## src/rtl/pong_pkg.sv

```systemverilog
// Shared definitions for the pong game sequencer.
// Holds the FSM state encoding, the default raster size, the score and
// frame-counter widths, the per-frame event bundle and a saturating increment.
`timescale 1ns/1ps
package pong_pkg;

  localparam int X_RES_DEF = 1280;
  localparam int Y_RES_DEF = 720;
  localparam int SCORE_W   = 4;
  localparam int CNT_W     = 8;

  // Encoding is visible on o_state for the debug overlay.
  typedef enum logic [2:0] {
    st_idle      = 3'd0,
    st_serve     = 3'd1,
    st_play      = 3'd2,
    st_point     = 3'd3,
    st_game_over = 3'd4
  } state_t;

  // Events seen by the ball during one frame.
  typedef struct packed {
    logic hit;
    logic miss_l;
    logic miss_r;
  } evt_t;

  function automatic logic [SCORE_W-1:0] sat_inc(input logic [SCORE_W-1:0] s);
    return (s == {SCORE_W{1'b1}}) ? s : s + 1'b1;
  endfunction

endpackage

```

## src/rtl/pong_frame_timer.sv

```systemverilog
// Loadable frame-tick down-counter.
// Ports: clk, rst (sync, active-high), load/load_val (load wins over tick),
//        tick (frame pulse, decrements, saturating at 0), zero (count == 0).
`timescale 1ns/1ps
module pong_frame_timer
  import pong_pkg::*;
(
  input  logic             clk,
  input  logic             rst,
  input  logic             load,
  input  logic [CNT_W-1:0] load_val,
  input  logic             tick,
  output logic             zero
);

  logic [CNT_W-1:0] cnt;

  always_ff @(posedge clk) begin
    if (rst)                     cnt <= '0;
    else if (load)               cnt <= load_val;
    else if (tick && cnt != '0)  cnt <= cnt - 1'b1;
  end

  assign zero = (cnt == '0);

endmodule

```

## src/rtl/pong_game_ctrl.sv

```systemverilog
// Frame-level sequencer for the pong ball sprite.
// Watches the registered draw outputs of the ball and paddles, latches
// per-frame hit/miss events, acts on them at the frame tick, keeps scores and
// steps IDLE -> SERVE -> PLAY -> POINT -> (SERVE | GAME_OVER).
// Ports: clk, rst (sync, active-high); i_vcnt/i_hcnt raster counters;
//        i_start game start; i_ball_draw/i_pad_l_draw/i_pad_r_draw pixel draws
//        (one cycle behind the counters); o_ball_en ball visibility;
//        o_opposite one-cycle bounce pulse; o_score_l/o_score_r scores;
//        o_game_over; o_state debug state encoding.
`timescale 1ns/1ps
module pong_game_ctrl
  import pong_pkg::*;
#(
  parameter int X_RES        = X_RES_DEF,
  parameter int Y_RES        = Y_RES_DEF,
  parameter int SERVE_FRAMES = 60,
  parameter int POINT_FRAMES = 90,
  parameter int WIN_SCORE    = 9
) (
  input  logic               clk,
  input  logic               rst,
  input  logic [10:0]        i_vcnt,
  input  logic [10:0]        i_hcnt,
  input  logic               i_start,
  input  logic               i_ball_draw,
  input  logic               i_pad_l_draw,
  input  logic               i_pad_r_draw,
  output logic               o_ball_en,
  output logic               o_opposite,
  output logic [SCORE_W-1:0] o_score_l,
  output logic [SCORE_W-1:0] o_score_r,
  output logic               o_game_over,
  output logic [2:0]         o_state
);

  localparam logic [10:0]        X_LAST   = 11'(X_RES - 1);
  localparam logic [10:0]        Y_LIM    = 11'(Y_RES);
  localparam logic [CNT_W-1:0]   SERVE_LD = CNT_W'(SERVE_FRAMES - 1);
  localparam logic [CNT_W-1:0]   POINT_LD = CNT_W'(POINT_FRAMES - 1);
  localparam logic [SCORE_W-1:0] WIN      = SCORE_W'(WIN_SCORE);

  state_t             state, next_state;
  logic [10:0]        hd, vd;
  logic [SCORE_W-1:0] score_l, score_r;
  logic               opp;
  logic               start_q, start_pend;
  evt_t               lat, cur, ev;
  logic               tick, play, start_rise;
  logic               tmr_load, tmr_zero;
  logic [CNT_W-1:0]   tmr_val;
  logic               inc_l, inc_r, clr_scores, opp_nxt;

  // Counters delayed to line up with the registered draw inputs.
  always_ff @(posedge clk) begin
    if (rst) begin
      hd <= '0;
      vd <= '0;
    end else begin
      hd <= i_hcnt;
      vd <= i_vcnt;
    end
  end

  assign tick       = (i_vcnt == '0) && (i_hcnt == '0);
  assign play       = (state == st_play);
  assign start_rise = i_start && !start_q;

  // Current-pixel events, only in PLAY and inside the active area.
  always_comb begin
    cur        = '0;
    cur.hit    = play && (vd < Y_LIM) && i_ball_draw && (i_pad_l_draw || i_pad_r_draw);
    cur.miss_l = play && (vd < Y_LIM) && i_ball_draw && (hd == '0);
    cur.miss_r = play && (vd < Y_LIM) && i_ball_draw && (hd == X_LAST);
  end

  // The pixel arriving in the tick cycle belongs to the frame being closed,
  // so it is folded into the sampled events rather than lost by the clear.
  always_comb begin
    ev        = '0;
    ev.hit    = lat.hit    || cur.hit;
    ev.miss_l = lat.miss_l || cur.miss_l;
    ev.miss_r = lat.miss_r || cur.miss_r;
  end

  always_ff @(posedge clk) begin
    if (rst || tick) lat <= '0;
    else begin
      lat.hit    <= lat.hit    || cur.hit;
      lat.miss_l <= lat.miss_l || cur.miss_l;
      lat.miss_r <= lat.miss_r || cur.miss_r;
    end
  end

  pong_frame_timer u_timer (
    .clk      (clk),
    .rst      (rst),
    .load     (tmr_load),
    .load_val (tmr_val),
    .tick     (tick),
    .zero     (tmr_zero)
  );

  always_comb begin
    next_state = state;
    inc_l      = 1'b0;
    inc_r      = 1'b0;
    clr_scores = 1'b0;
    opp_nxt    = 1'b0;
    case (state)
      st_idle: begin
        if (i_start) clr_scores = 1'b1;
        if (tick && (start_pend || i_start)) next_state = st_serve;
      end
      st_serve: if (tick && tmr_zero) next_state = st_play;
      st_play: begin
        if (tick) begin
          // Left miss wins so a double miss credits the right player once.
          if (ev.miss_l) begin
            inc_r      = 1'b1;
            next_state = st_point;
          end else if (ev.miss_r) begin
            inc_l      = 1'b1;
            next_state = st_point;
          end else if (ev.hit) begin
            opp_nxt = 1'b1;
          end
        end
      end
      st_point: begin
        if (score_l == WIN || score_r == WIN) next_state = st_game_over;
        else if (tick && tmr_zero)            next_state = st_serve;
      end
      st_game_over: if (start_rise) next_state = st_idle;
      default: next_state = st_idle;
    endcase
  end

  // Timer reloads on every state change; only SERVE and POINT use its value.
  always_comb begin
    tmr_load = (next_state != state);
    tmr_val  = '0;
    if (next_state == st_serve)      tmr_val = SERVE_LD;
    else if (next_state == st_point) tmr_val = POINT_LD;
  end

  always_ff @(posedge clk) begin
    if (rst) begin
      state      <= st_idle;
      score_l    <= '0;
      score_r    <= '0;
      opp        <= 1'b0;
      start_q    <= 1'b0;
      start_pend <= 1'b0;
    end else begin
      state   <= next_state;
      opp     <= opp_nxt;
      start_q <= i_start;
      if (clr_scores) begin
        score_l <= '0;
        score_r <= '0;
      end else begin
        if (inc_l) score_l <= sat_inc(score_l);
        if (inc_r) score_r <= sat_inc(score_r);
      end
      if (state != st_idle) start_pend <= 1'b0;
      else if (i_start)     start_pend <= 1'b1;
    end
  end

  assign o_ball_en   = play;
  assign o_opposite  = opp;
  assign o_score_l   = score_l;
  assign o_score_r   = score_r;
  assign o_game_over = (state == st_game_over);
  assign o_state     = state;

endmodule

```

## config.mk

```make
export PLATFORM = sky130hd
export DESIGN_NAME = pong_game_ctrl
export DESIGN_NICKNAME = d
export VERILOG_FILES = /design/src/rtl/pong_pkg.sv /design/src/rtl/pong_frame_timer.sv /design/src/rtl/pong_game_ctrl.sv
export SDC_FILE = /design/constraint.sdc
export NUM_CORES = 1
export LEC_CHECK = 0
export CORE_ASPECT_RATIO = 0.7
export CORE_UTILIZATION = 50
export DETAILED_ROUTE_END_ITERATION = 8
export PLACE_DENSITY = 0.86
export SLEW_MARGIN = 30
export SYNTH_ARGS = -nofsm -noshare
export SYNTH_HDL_FRONTEND = slang
export SYNTH_SLANG_ARGS = --single-unit
```

## constraint.sdc

```tcl
create_clock -name clk -period 2.74 [get_ports clk]
set_clock_uncertainty 0.1 [all_clocks]
set_input_delay 0.274 -clock clk [delete_from_list [all_inputs] [get_ports clk]]
set_output_delay 0.274 -clock clk [all_outputs]
set_load 0.01 [all_outputs]
```

==> results.md, run 1 <==
- Run status: finished clean
- Power share of the clock group: 34.9%
- Critical path endpoint category: flop
- Synth Area per Inst: 8.920 um^2
- GR Layer Usage met1: 29.56%
- Die Y: 55.01 um
- Relative slew slack: 61.91%
- Final #Nets: 306
- Critical path startpoint category: input pin
- H-tree levels: 2
- Clk Latency, worst-skew pair: 300 ps
- Area grow syn2layout: 28.12%
- Clk buf depth: 2
- Clk sinks: 43
- Drt wl/cell: 13.11 um
- Final setup viols: 0
- Delay-heaviest family, CP: simple AND/OR/NAND/NOR gates
- Synthesis Warnings: 0
- VDD IR max: 0.3776 mV
- Global route total overflow: 0
- Worst R2R Start: o_state[2]
- Setup bufs post-CTS: 0
- Initial Util: 54.67%
- Mapped cell area: 2007 um^2
- Crit path DAT: 2480 ps
- Final Util: 70.04%
- Sequential area share after synthesis: 42.89%
- Core area: 3671 um^2
- Mapped Nets: 259
- CP Class: in -> reg
- Number of vias per cell: 5.474
- Num rows: 18
- Register area: 860.8 um^2
- Setup TNS: 0 ps
- Fin crit share: 86.99%
- Vias in the first global route: 1520
- Non-Filler Cell Area, Final: 2571 um^2
- Flop-to-flop setup slack: 450 ps
- Dpl hpwl: 3323 um
- Proportion of layout cells with a drive suffix above 1: 7.692%
- Area after DPL: 2490 um^2
- Post-Synthesis Cells: 225
- CP bufs+invs: 2
- Post-cts sizing count: 0
- Endpoints failing hold: 0
- Via count: 1768
- Met3 usage: 6.230%
- # IOs: 42
- Clock-pin slew on the worst setup and hold paths: 80 ps
- ANT nets after route: 0
- Max-slew violation count: 0
- Final min period: 2383 ps
- Most Crowded Layer GR: met2
- Slew @ Worst Pin: 568.7 ps
- Top_reg_cell synth: dfxtp_1
- Pre-CTS setup slack: 66.22 ps
- Hold Slack: 428.0 ps
- Worst reg2reg endpoint: u_timer.cnt[6]
- Critical path destination: o_score_l[2]
- Initial antenna violation count: 0
- # DRC: 0
- P_leak: 0.9592 nW
- Max Fclk: 419.6 MHz
- Distinct cells, synth: 49
- Crit-path slowest cell: nor4_1
- Cell internal pwr: 0.8699 mW
- First-pass GRT wire length: 7017 um
- Worst hold path type: reg -> reg
- Antenna Cells: 0
- Die area: 4275 um^2
- CTS tree: yes
- Worst Path Max Fanout: 6
- Setup WS post-layout: 356.6 ps
- Max incr delay on CP: 430 ps
- Total GRT Usage: 22.21%
- GP Congestion: 0.9030
- Largest net degree at the start of global routing: 20
- Combinational share of power: 7.3%
- Net Sw Frac: 22.33%
- EDFF count, synth: 0
- DR iter-0 viols: 123
- FF-to-FF path depth: 7
- PortBufs: 41
- Hold buffer count at CTS: 0
- Drt first pass iters: 4
- Synthesized flop and latch total: 43
- Fill count: 298
- Unrepaired setup endpoints after global routing: false
- Final WL: 4236 um
- Multi-input logic area: 1074 um^2
- TritonCTS buffer count: 5
- Reg power frac: 57.7%
- Sw power: 0.2500 mW
- Root buffer cell: clkbuf_8
- Stages on worst setup path: 8
- Worst Setup SP: i_hcnt[3]
- Post-synthesis async set-or-reset flop share: 0%
- Max-cap violations: 0
- Critical Path RT: 2840 ps
- Power per cell area: 435.6 nW/um^2
- Min-Delay Path Depth: 2
- Chip Width: 77.73 um
- GR Util met2: 33.48%
- Worst path cell trace: clkdlybuf4s50_1, nor4_1, nand4_1, nor3_1, buf_4, nand4b_4, nor2_1, mux2_2
-- synthesized netlist by cell type, drive strengths merged (5+ instances only) --
| master | number | area share (%) |
|---|---|---|
| xor2 | 5 | 2.2 |
| nand3 | 8 | 2.0 |
| ha | 6 | 3.7 |
| a21oi | 10 | 2.5 |
| nor2 | 24 | 4.5 |
| o21ai | 6 | 1.5 |
| nor4 | 10 | 4.2 |
| nor3 | 18 | 4.5 |
| nor2b | 22 | 6.9 |
| inv | 8 | 1.5 |
| dfxtp | 43 | 43 |
| nand2b | 5 | 1.6 |
| nand2 | 9 | 1.7 |
-- worst min-delay path by stage --
stage / from / endpoint / slack (ps)
2_1_floorplan: i_hcnt[0] / hd[0] / 300
3_3_place_gp: o_score_r[1] / o_score_r[1] / 390
3_5_place_dp: o_score_r[1] / o_score_r[1] / 420
4_1_cts: o_score_r[1] / o_score_r[1] / 430
5_1_grt: i_vcnt[10] / vd[10] / 460
6_report: o_score_r[1] / o_score_r[1] / 430
-- per-layer routing --
| metal | vias up | wire [um] |
|---|---|---|
| met5 | - | 0 |
| met4 | 0 | 69 |
| met3 | 8 | 375 |
| met2 | 72 | 1721 |
| met1 | 797 | 2070 |
| li1 | 891 | - |
-- registers in the layout (all words and copies together) (netlist names) --
register	cells
u_timer.cnt	8
start_q	1
start_pend	1
o_score_r	4
lat	3
o_state	3
o_opposite	1
vd	7
hd	11
o_score_l	4
-- cells by family (layout without fill, tap and decap cells) --
logic type	after synthesis	after routing	synth area share, %
compound gates	35	35	12.47
simple gates	117	117	33.67
fa+ha+maj	6	6	3.741
flops	43	43	42.89
mux	1	1	0.5611
xor+xnor	7	7	3.055
buf+inv	16	64	3.615
-- worst reg2reg max path: stages, from the launching register on --
cell	delay, ps
dfxtp_1	380
or3b_4	440
nor4_4	300
o211ai_1	150
a21o_1	240
a21boi_4	290
nor3_1	90
a211oi_1	220
-- metrics by stage --
stage / total power [mW] / std cells
3_3_place_gp: 0.7413 / 315
6_report: 1.120 / 323
2_1_floorplan: 0.6921 / 225
5_1_grt: 1.165 / 323
4_1_cts: 1.132 / 323
3_5_place_dp: 0.7432 / 315
-- placed cells by master (no fill, tap or decap), types with 3 or more instances in the layout --
cell type | netlist | final
clkbuf_8 | 0 | 5
a21o_1 | 3 | 3
nand2_1 | 9 | 9
nor3_1 | 18 | 18
ha_1 | 6 | 6
xor2_1 | 5 | 5
nand4_1 | 3 | 3
dfxtp_1 | 43 | 43
nor4_1 | 8 | 8
a21oi_1 | 10 | 10
clkdlybuf4s50_1 | 0 | 41
and3_1 | 4 | 4
nand2b_1 | 5 | 5
inv_1 | 8 | 8
nor2b_1 | 22 | 22
buf_4 | 1 | 7
nand3_1 | 8 | 8
nor2_1 | 24 | 24
o21ai_0 | 6 | 6
-- power groups by stage --
| stage | Sequential, mW | Clock [mW] | Combinational [mW] |
|---|---|---|---|
| finish | 0.647 | 0.391 | 0.0820 |
| global route | 0.648 | 0.428 | 0.0891 |
| CTS | 0.647 | 0.404 | 0.0819 |
| detailed placement | 0.661 | 0 | 0.0817 |
| global placement | 0.661 | 0 | 0.0804 |
| floorplan | 0.660 | 0 | 0.0323 |
-- final cells by class --
cell class,count,area share (%)
Clock buffer,7,2.968
Clock inverter,1,0.1946
Inverter,8,1.168
Multi-Input combinational cell,166,41.75
Sequential cell,43,33.48
Tap cell,50,2.433
Timing Repair Buffer,48,18.00
Note: power is estimated with default switching activity, not from simulation.
==> run 2: changes to the inputs <==
--- a/config.mk
+++ b/config.mk
@@ -6,6 +6,7 @@
 export NUM_CORES = 1
 export LEC_CHECK = 0
 export CORE_ASPECT_RATIO = 0.7
+export CORE_MARGIN = 10
 export CORE_UTILIZATION = 50
 export DETAILED_ROUTE_END_ITERATION = 8
 export PLACE_DENSITY = 0.86
@@ -13,3 +14,4 @@
 export SYNTH_ARGS = -nofsm -noshare
 export SYNTH_HDL_FRONTEND = slang
 export SYNTH_SLANG_ARGS = --single-unit
+export TNS_END_PERCENT = 30
==> constraint.sdc (replaced) <==
create_clock -name clk -period 2.74 [get_ports clk]
set_clock_uncertainty 0.1 [all_clocks]
set_input_delay 0.548 -clock clk [delete_from_list [all_inputs] [get_ports clk]]
set_output_delay 0.548 -clock clk [all_outputs]
set_load 0.01 [all_outputs]
==> run 2 against run 1 <==
- power decreased by 0.88%
- sequential power about the same
- die area increased by 63%
- final area increased by 3.3%
- critical path depth unchanged
- combinational power about the same
- hold slack got worse by 6.7 ps
- maximum frequency decreased by 6.9%
==> results.md, run 2 (synthesis results as in run 1) <==
- Number of vias per cell: 5.342 (-2.4%)
- Worst Setup SP: i_vcnt[0]
- Dpl hpwl: 3653 um (+9.9%)
- Slew @ Worst Pin: 580.4 ps (+11.73 ps)
- Total GRT Usage: 13.31% (-8.9 points)
- DR iter-0 viols: 90 (-27%)
- Final setup viols: 0 (unchanged)
- Root buffer cell: clkbuf_8
- Fin crit share: 93.39% (+6.4 points)
- CP Class: in -> reg
- Pre-CTS setup slack: -112.8 ps (-179.0 ps)
- Fin cells: 333 (+3.1%)
- Power per cell area: 418.1 nW/um^2 (-4.0%)
- Min-Delay Path Depth: 2 (unchanged)
- Antenna Cells: 0 (unchanged)
- Final WL: 4450 um (+5.1%)
- H-tree levels: 2 (unchanged)
- CTS tree: yes
- Critical path startpoint category: input pin
- # IOs: 42 (unchanged)
- Run status: finished clean
- Proportion of layout cells with a drive suffix above 1: 11.74% (+4.1 points)
- Setup bufs post-CTS: 0 (unchanged)
- Drt first pass iters: 4 (unchanged)
- Register area: 860.8 um^2 (unchanged)
- Clk buf depth: 2 (unchanged)
- Reg with most FFs: hd
- Relative slew slack: 61.12% (-0.79 points)
- Initial Util: 51.48% (-3.2 points)
- Max-slew violation count: 0 (unchanged)
- Worst Path Max Fanout: 4 (-2)
- Clock-pin slew on the worst setup and hold paths: 80 ps (about the same)
- Hold Slack: 421.3 ps (-6.746 ps)
- PortBufs: 41 (unchanged)
- VDD IR max: 0.3098 mV (-18%)
- Initial antenna violation count: 0 (unchanged)
- Total Power: 1.110 mW (-0.88%)
- Chip Width: 95.73 um (+23%)
- Fill count: 333 (+12%)
- Post-cts sizing count: 0 (unchanged)
- Critical Path RT: 2820 ps (-20 ps)
- Max-cap violations: 0 (unchanged)
- Worst R2R Start: hd[3]
- First-pass GRT wire length: 7527 um (+7.3%)
- Most common cell after layout, fill and taps aside: dfxtp_1
- Worst hold path type: reg -> reg
- Hold buffer count at CTS: 0 (unchanged)
- Die Y: 73.01 um (+33%)
- Core area: 3899 um^2 (+6.2%)
- Critical path endpoint category: flop
- Vias in the first global route: 1694 (+11%)
- Metal2 WL: 1777 um (+3.3%)
- Die area: 6988 um^2 (+63%)
- Max reg flops: 11 (unchanged)
- Area grow syn2layout: 32.29%
- Hold wc startpoint: o_score_r[1]
- Unrepaired setup endpoints after global routing: false
- Endpoints failing hold: 0 (unchanged)
- Final #Nets: 315 (+2.9%)
- Clk sinks: 43 (unchanged)
- Flop-to-flop setup slack: 440 ps (about the same)
- Drt wl/cell: 13.36 um (+1.9%)
- P_leak: 1.003 nW (+4.6%)
- TritonCTS buffer count: 5 (unchanged)
- Commonest non-fill, non-tap cells in the layout: dfxtp_1, clkdlybuf4s50_1, nor2_1, nor2b_1, nor3_1
- Setup WS post-layout: 181.2 ps (-175.4 ps)
- Cells after DPL: 326 (+3.5%)
- M1 wire length: 2144 um (+3.6%)
- Regs by FF count: hd: 11 flops, u_timer.cnt: 8 flops, vd: 7 flops
- FF-to-FF path depth: 7 (unchanged)
- Met3 routed WL: 452 um (+21%)
- GP Congestion: 0.8412 (-6.8%)
- Top Metal Used: met4
- Num rows: 19 (+1)
- Crit path DAT: 2640 ps (+160 ps)
- ANT nets after route: 0 (unchanged)
- Non-Filler Cell Area, Final: 2655 um^2 (+3.3%)
- Multi-input logic area: 1086 um^2 (+1.2%)
- Final min period: 2559 ps (+175.4 ps)
- Via count: 1779 (+0.62%)
- # DRC: 0 (unchanged)
- Clk Latency, worst-skew pair: 300 ps (about the same)
- Area after DPL: 2560 um^2 (+2.8%)
- Worst reg2reg endpoint: u_timer.cnt[6]
- Global route total overflow: 0 (unchanged)
- Largest net degree at the start of global routing: 21 (+5.0%)
- Max Fclk: 390.8 MHz (-6.9%)
- Hold worst-path end: o_score_r[1]
-- run 2: changes by cell type in the layout (fill, tap and decap cells not counted), sizes merged --
cell,change
clkinv,+1
clkbuf,-2
buf,+9
-- run 2: cell type report --
type	instances	share of cell area, %
clock buffers	5	2.592
clock inverters	2	0.5184
inverters	8	1.131
multi-input cells	166	40.90
flip-flops and latches	43	32.42
well taps	52	2.451
repair buffers	57	19.98
-- run 2: where the power goes --
part | switching (mW) | total, mW | internal, mW
Combinational | 0.0311 | 0.0822 | 0.0511
Clock | 0.207 | 0.381 | 0.174
Sequential | 0.00614 | 0.646 | 0.640
Total | 0.245 | 1.11 | 0.865
-- run 2: routing by layer --
layer  vias to the layer above  global-route usage [%]
met5                         -                       0
met4                         0                   5.220
met3                        11                   4.522
met2                        58                   20.01
met1                       798                   17.08
li1                        912                       -
-- run 2: worst max-delay path by stage --
stage	endpoint	slack (ps)
6_report	u_timer.cnt[5]	180
5_1_grt	u_timer.cnt[6]	50
4_1_cts	u_timer.cnt[5]	180
3_5_place_dp	u_timer.cnt[5]	-110
3_3_place_gp	o_score_l[2]	-90
2_1_floorplan	o_score_l[2]	500
-- run 2: critical path: stages --
cell	delay, ps
clkdlybuf4s50_1	400
nor4_1	410
nand4_1	260
nor4_1	400
nand2b_1	190
and3_1	210
nor3_1	60
o32a_1	160
-- run 2: metrics by stage --
stage                     setup TNS (ps)  utilization (%)
after global placement            -438.7            65.66
final                                  0            68.10
after CTS                              0            67.78
after floorplan                        0                -
after global routing                   0            68.10
after detailed placement          -657.5            65.66
==> patch 1 (settings of run 2) <==
Change the package constant `CNT_W` from 8 to 6.
--- a/src/rtl/pong_pkg.sv
+++ b/src/rtl/pong_pkg.sv
@@ -8,5 +8,5 @@
   localparam int Y_RES_DEF = 720;
   localparam int SCORE_W   = 4;
-  localparam int CNT_W     = 8;
+  localparam int CNT_W     = 6;
 
   // Encoding is visible on o_state for the debug overlay.
Function: same outputs for any inputs over 10 cycles, from zero or initial values and one cycle with rst high; that may be too few to reach the edited logic, so the function may still have changed.
==> patch 1 against run 2 <==
Total power is 0.28% lower; worst setup slack got worse by 9.6 ps; first-iteration DRC count rose by 57%; sequential cell count is 2 lower; sequential power is 4.2% lower; cell area rose by 1.4%; worst hold slack better by 2.5 ps; highest routed layer unchanged; area after synthesis down 4.9%; largest power group unchanged; clock power rose by 3%; routed wire length rose by 19%.
==> patch 1: results (changes against run 2) <==
Status = finished, final reports clean (unchanged)
R2r setup slk = 220 ps (was 440 ps)
Compound-Gate Fraction of Synth Area = 0.1383 (was 0.1247)
Drt pass-1 iters = 4 (unchanged)
Crit share post-route = 0.9374 (was 0.9339)
Hold Crit Class = reg -> reg (unchanged)
1st-iter DRT viols = 141 (was 90)
Dpl ws = -222.1 ps (was -112.8 ps)
GP Congestion = 0.8970 (was 0.8412)
HPWL after detailed placement = 4078 microns (was 3653 microns)
Root Driver = clkbuf_8 (unchanged)
Ys Warns = 0 (unchanged)
Met3 usage = 0.05619 (was 0.04522)
Adder-cell share of the synthesized area = 0.03932 (was 0.03741)
Post-synth top cells = dfxtp_1 (41), nor2_1 (22), nor2b_1 (18), nand2_1 (15), nor3_1 (14) (was dfxtp_1 (43), nor2_1 (24), nor2b_1 (22), nor3_1 (18), a21oi_1 (10))
Nets = 321 (was 315)
Vias in the first global route = 1842 (was 1694)
Fraction of layout cells with a size suffix above 1 = 0.1806 (was 0.1174)
Async set-reset flop share out of synthesis = 0 (unchanged)
Wire per inst = 15.66 microns (was 13.36 microns)
FILL cells = 267 (was 333)
Slew @ Worst Pin = 468.0 ps (was 580.4 ps)
Post-CTS sizing = 0 (unchanged)
Largest net degree at the start of global routing = 13 (was 21)
Largest registers = hd: 11 flops, vd: 7 flops, u_timer.cnt: 6 flops (was hd: 11 flops, u_timer.cnt: 8 flops, vd: 7 flops)
XOR/XNOR Fraction of Synth Area = 0.03670 (was 0.03055)
Max FO, Critical Path = 4 (unchanged)
H-tree Lvls = 2 (unchanged)
Internal Power = 0.0008493 W (was 0.0008655 W)
Mux contribution to synthesized area = 0.005242 (was 0.005611)
Synth cell types = 48 (was 49)
Met2 usage = 0.2418 (was 0.2001)
Placed cell areas = 2570 sq um (was 2560 sq um)
Hold WS = 423.8 ps (was 421.3 ps)
Clock Tree Buf Depth = 2 (unchanged)
Via density = 5.411 (was 5.342)
Worst EP arrival = 2710 ps (was 2640 ps)
Net count after synthesis = 251 (was 259)
First-pass GRT wire length = 8680 microns (was 7527 microns)
Max rail drop VDD = 276.0 uV (was 309.8 uV)
GRT Resource Usage Total = 0.1556 (was 0.1331)
Met1 Usage GRT = 0.2018 (was 0.1708)
Top cells by area, synth = dfxtp_1 (43%), nor2b_1 (5.9%), nor2_1 (4.3%), ha_1 (3.9%), nor3_1 (3.7%) (was dfxtp_1 (43%), nor2b_1 (6.9%), nor3_1 (4.5%), nor2_1 (4.5%), ha_1 (3.7%))
Worst-path clk slew = 80 ps (about the same)
Leak = 1.028 nW (was 1.003 nW)
Cts bufs inserted = 5 (unchanged)
Seq/Total Area, Yosys = 0.4299 (was 0.4289)
Initial antenna violation count = 0 (unchanged)
-- patch 1: per-layer routing --
layer,share of wire,vias up
met5,0,-
met3,0.072,5
met4,0.010,0
li1,-,904
met2,0.46,49
met1,0.46,871
-- patch 1: logic make-up after synthesis --
kind of cell             count (synthesis)
AND/OR/NAND/NOR                        109
flip-flops                              41
AO/OA/AOI/OAI                           38
buffers and inverters                   14
XOR/XNOR                                 8
adder cells (fa/ha/maj)                  6
multiplexers                             1
-- patch 1: critical path, stage by stage --
cell and delay [ps]:
clkdlybuf4s50_1 430, nor4_2 310, nand4_1 170, or3_4 440, o21ai_2 150, and2b_4 200, mux2i_2 250, o221a_1 210
-- patch 1: cell type report --
cell class	instances	area (sq um)	area share
multi-input cells	162	1074	0.3989
flip-flops and latches	41	820.8	0.3050
repair buffers	69	620.6	0.2306
clock buffers	7	76.32	0.02836
well taps	50	62.56	0.02325
inverters	8	30.03	0.01116
clock inverters	1	7.507	0.002789
-- patch 1: final timing paths --
check,start,end,depth (start not counted)
setup / recovery,i_hcnt[1],u_timer.cnt[1],8
hold / removal,lat[2],lat[2],2
setup reg to reg,u_timer.cnt[2],u_timer.cnt[1],7
hold reg to reg,lat[2],lat[2],2
-- patch 1: through the flow --
stage / instances / power (W) / utilization
finish: 338 / 0.001107 / 0.7469
global route: 338 / 0.001136 / 0.7469
CTS: 338 / 0.001097 / 0.7365
detailed placement: 330 / 0.0007215 / 0.7132
global placement: 330 / 0.0007186 / 0.7132
floorplan: 217 / 0.0006604 / -
-- patch 1: power by group through the flow --
stage | combinational, W | sequential (W) | clock [W]
after floorplan | 0.0000300 | 0.000630 | 0
after global placement | 0.0000870 | 0.000632 | 0
after detailed placement | 0.0000889 | 0.000633 | 0
after CTS | 0.0000898 | 0.000618 | 0.000389
after global routing | 0.000102 | 0.000620 | 0.000413
final | 0.0000943 | 0.000619 | 0.000394
==> patch 2 (config.mk and constraints of run 2) <==
Made on the original files. Reset style: asynchronous (`rst`), changed in 3 clocked blocks.
--- a/src/rtl/pong_frame_timer.sv
+++ b/src/rtl/pong_frame_timer.sv
@@ -16,5 +16,5 @@
   logic [CNT_W-1:0] cnt;
 
-  always_ff @(posedge clk) begin
+  always_ff @(posedge clk or posedge rst) begin
     if (rst)                     cnt <= '0;
     else if (load)               cnt <= load_val;
--- a/src/rtl/pong_game_ctrl.sv
+++ b/src/rtl/pong_game_ctrl.sv
@@ -52,5 +52,5 @@
 
   // Counters delayed to line up with the registered draw inputs.
-  always_ff @(posedge clk) begin
+  always_ff @(posedge clk or posedge rst) begin
     if (rst) begin
       hd <= '0;
@@ -144,5 +144,5 @@
   end
 
-  always_ff @(posedge clk) begin
+  always_ff @(posedge clk or posedge rst) begin
     if (rst) begin
       state      <= st_idle;
Function: differs if rst is asserted again (counterexample within 4 cycles, from zero or initial values and one cycle with rst high); with rst held inactive, the same outputs for 10 cycles.
==> patch 2 against run 2 <==
Worst hold slack improved by 6.7 ps; critical path depth decreased by 1; area after synthesis increased by 2.6%; sequential cell count unchanged; worst setup slack got worse by 100 ps; cell area increased by 7.3%; routed wire length increased by 17%; total power increased by 11%; critical endpoint is now u_timer.cnt[5].
==> patch 2: results (changes against run 2) <==
Leak = 1.218 nW (was 1.003 nW)
First-pass GRT wire length = 8983 microns (was 7527 microns)
1st-iter DRT viols = 155 (was 90)
Net count after synthesis = 225 (was 259)
Worst EP arrival = 2790 ps (was 2640 ps)
Core area = 3946 sq um (was 3899 sq um)
Post-synth top cells = dfrtp_1 (40), nor2_1 (18), nand2_1 (12), nor3_1 (11) (was dfxtp_1 (43), nor2_1 (24), nor2b_1 (22), nor3_1 (18), a21oi_1 (10))
Slew HR = 0.6598 (was 0.6112)
Met2 usage = 0.2204 (was 0.2001)
Max FO, Critical Path = 7 (was 4)
Max stage delay on crit path = 550 ps (was 410 ps)
Via density = 5.495 (was 5.342)
Fraction of layout cells with a size suffix above 1 = 0.1787 (was 0.1174)
Largest net degree at the start of global routing = 41 (was 21)
Max rail drop VDD = 287.7 uV (was 309.8 uV)
Hold Crit Class = reg -> reg (unchanged)
Met1 Usage GRT = 0.2181 (was 0.1708)
Top cells by area, synth = dfrtp_1 (49%), ha_1 (3.6%), nor2_1 (3.3%), dfxtp_1 (2.9%), nor3_1 (2.7%) (was dfxtp_1 (43%), nor2b_1 (6.9%), nor3_1 (4.5%), nor2_1 (4.5%), ha_1 (3.7%))
Ys Warns = 0 (unchanged)
Status = finished, final reports clean (unchanged)
Primary FF master, synth = dfrtp_1 (was dfxtp_1)
Vias in the first global route = 1743 (was 1694)
Async set-reset flop share out of synthesis = 0.9302 (was 0)
Port buffer count = 41 (unchanged)
Post-CTS Setup Bufs = 0 (unchanged)
Synth cell types = 47 (was 49)
GRT Resource Usage Total = 0.1534 (was 0.1331)
HPWL after detailed placement = 3949 microns (was 3653 microns)
GP Congestion = 0.8568 (was 0.8412)
Seq/Total Area, Yosys = 0.5152 (was 0.4289)
Slowest stage cell on the critical path = or4_4 (was nor4_1)
Antenna Cells = 0 (unchanged)
Nets = 296 (was 315)
Clk Latency, worst-skew pair = 290 ps
Placed cell areas = 2708 sq um (was 2560 sq um)
Detailed Route WL = 5213 microns (was 4450 microns)
Met3 usage = 0.03464 (was 0.04522)
Cts bufs inserted = 5 (unchanged)
patch 2: changes by cell type after synthesis, moves of 3 or more:
cell,before,now
o21ai_0,6,9
nor3_1,18,11
and3_1,4,1
dfxtp_1,43,3
nor2_1,24,18
a21oi_1,10,4
nor2b_1,22,1
nand2_1,9,12
or3_1,2,5
clkbuf_1,4,1
dfrtp_1,0,40
patch 2: what timing repair did:
item                                    in CTS  in global routing
pin swaps                                    0                  2
endpoints found under the setup margin       1                  6
gates resized for setup                      1                  5
hold buffers                                 0                  0
patch 2: layout make-up:
| class | count | area (sq um) |
|---|---|---|
| Fill cell | 305 | 1097 |
| Sequential cell | 43 | 1061 |
| Multi-Input combinational cell | 139 | 980.9 |
| Timing Repair Buffer | 66 | 598.1 |
| Clock buffer | 6 | 82.58 |
| Tap cell | 52 | 65.06 |
| Clock inverter | 2 | 35.03 |
| Inverter | 7 | 26.28 |
patch 2: per-stage QoR:
step | hold slack [ps] | instances | power, W | worst slack [ps] | setup TNS (ps)
finish | 427.9 | 315 | 0.001237 | 79.93 | 0
detailed placement | 398.4 | 307 | 0.0007443 | -349.5 | -3342
global route | 428.9 | 315 | 0.001283 | -25.47 | -69.98
CTS | 422.8 | 315 | 0.001245 | 53.39 | 0
floorplan | 372.6 | 191 | 0.0006861 | 200.7 | 0
global placement | 394.6 | 307 | 0.0007422 | -298.8 | -3024
patch 2: final timing paths:
check,end,slack [ps],start,cells past startpoint
max,u_timer.cnt[5],80,i_vcnt[7],7
min,lat[2],430,lat[2],2
max reg2reg,o_score_r[0],240,hd[3],7
min reg2reg,lat[2],430,lat[2],2
max in group asynchronous,vd[5],1480,rst,3
min in group asynchronous,o_score_r[2],720,rst,3
patch 2: logic make-up (layout without fill, tap and decap cells):
| logic type | after synthesis | after routing | synth area share |
|---|---|---|---|
| AND/OR/NAND/NOR | 92 | 92 | 0.2661 |
| flip-flops | 43 | 43 | 0.5152 |
| AO/OA/AOI/OAI | 31 | 31 | 0.1185 |
| buffers and inverters | 9 | 81 | 0.02005 |
| XOR/XNOR | 8 | 8 | 0.03402 |
| adder cells (fa/ha/maj) | 6 | 6 | 0.03645 |
| multiplexers | 2 | 2 | 0.009721 |
patch 2: routing by layer:
metal,vias up,wire length (microns)
met5,-,0
met4,0,42
met3,4,233
met2,40,2275
met1,838,2661
li1,849,-
patch 2: report_power, final:
part	internal (W)	switching (W)
registers	0.000648	0.00000651
logic	0.0000456	0.0000323
clock network	0.000295	0.000209
patch 2: worst register-to-register path, cell delays in order (launching register included):
cell,delay [ps]
dfrtp_1,380
or4_1,580
nor4_2,400
a31oi_4,180
a311oi_4,380
buf_4,180
xnor2_1,110
nor2_1,60
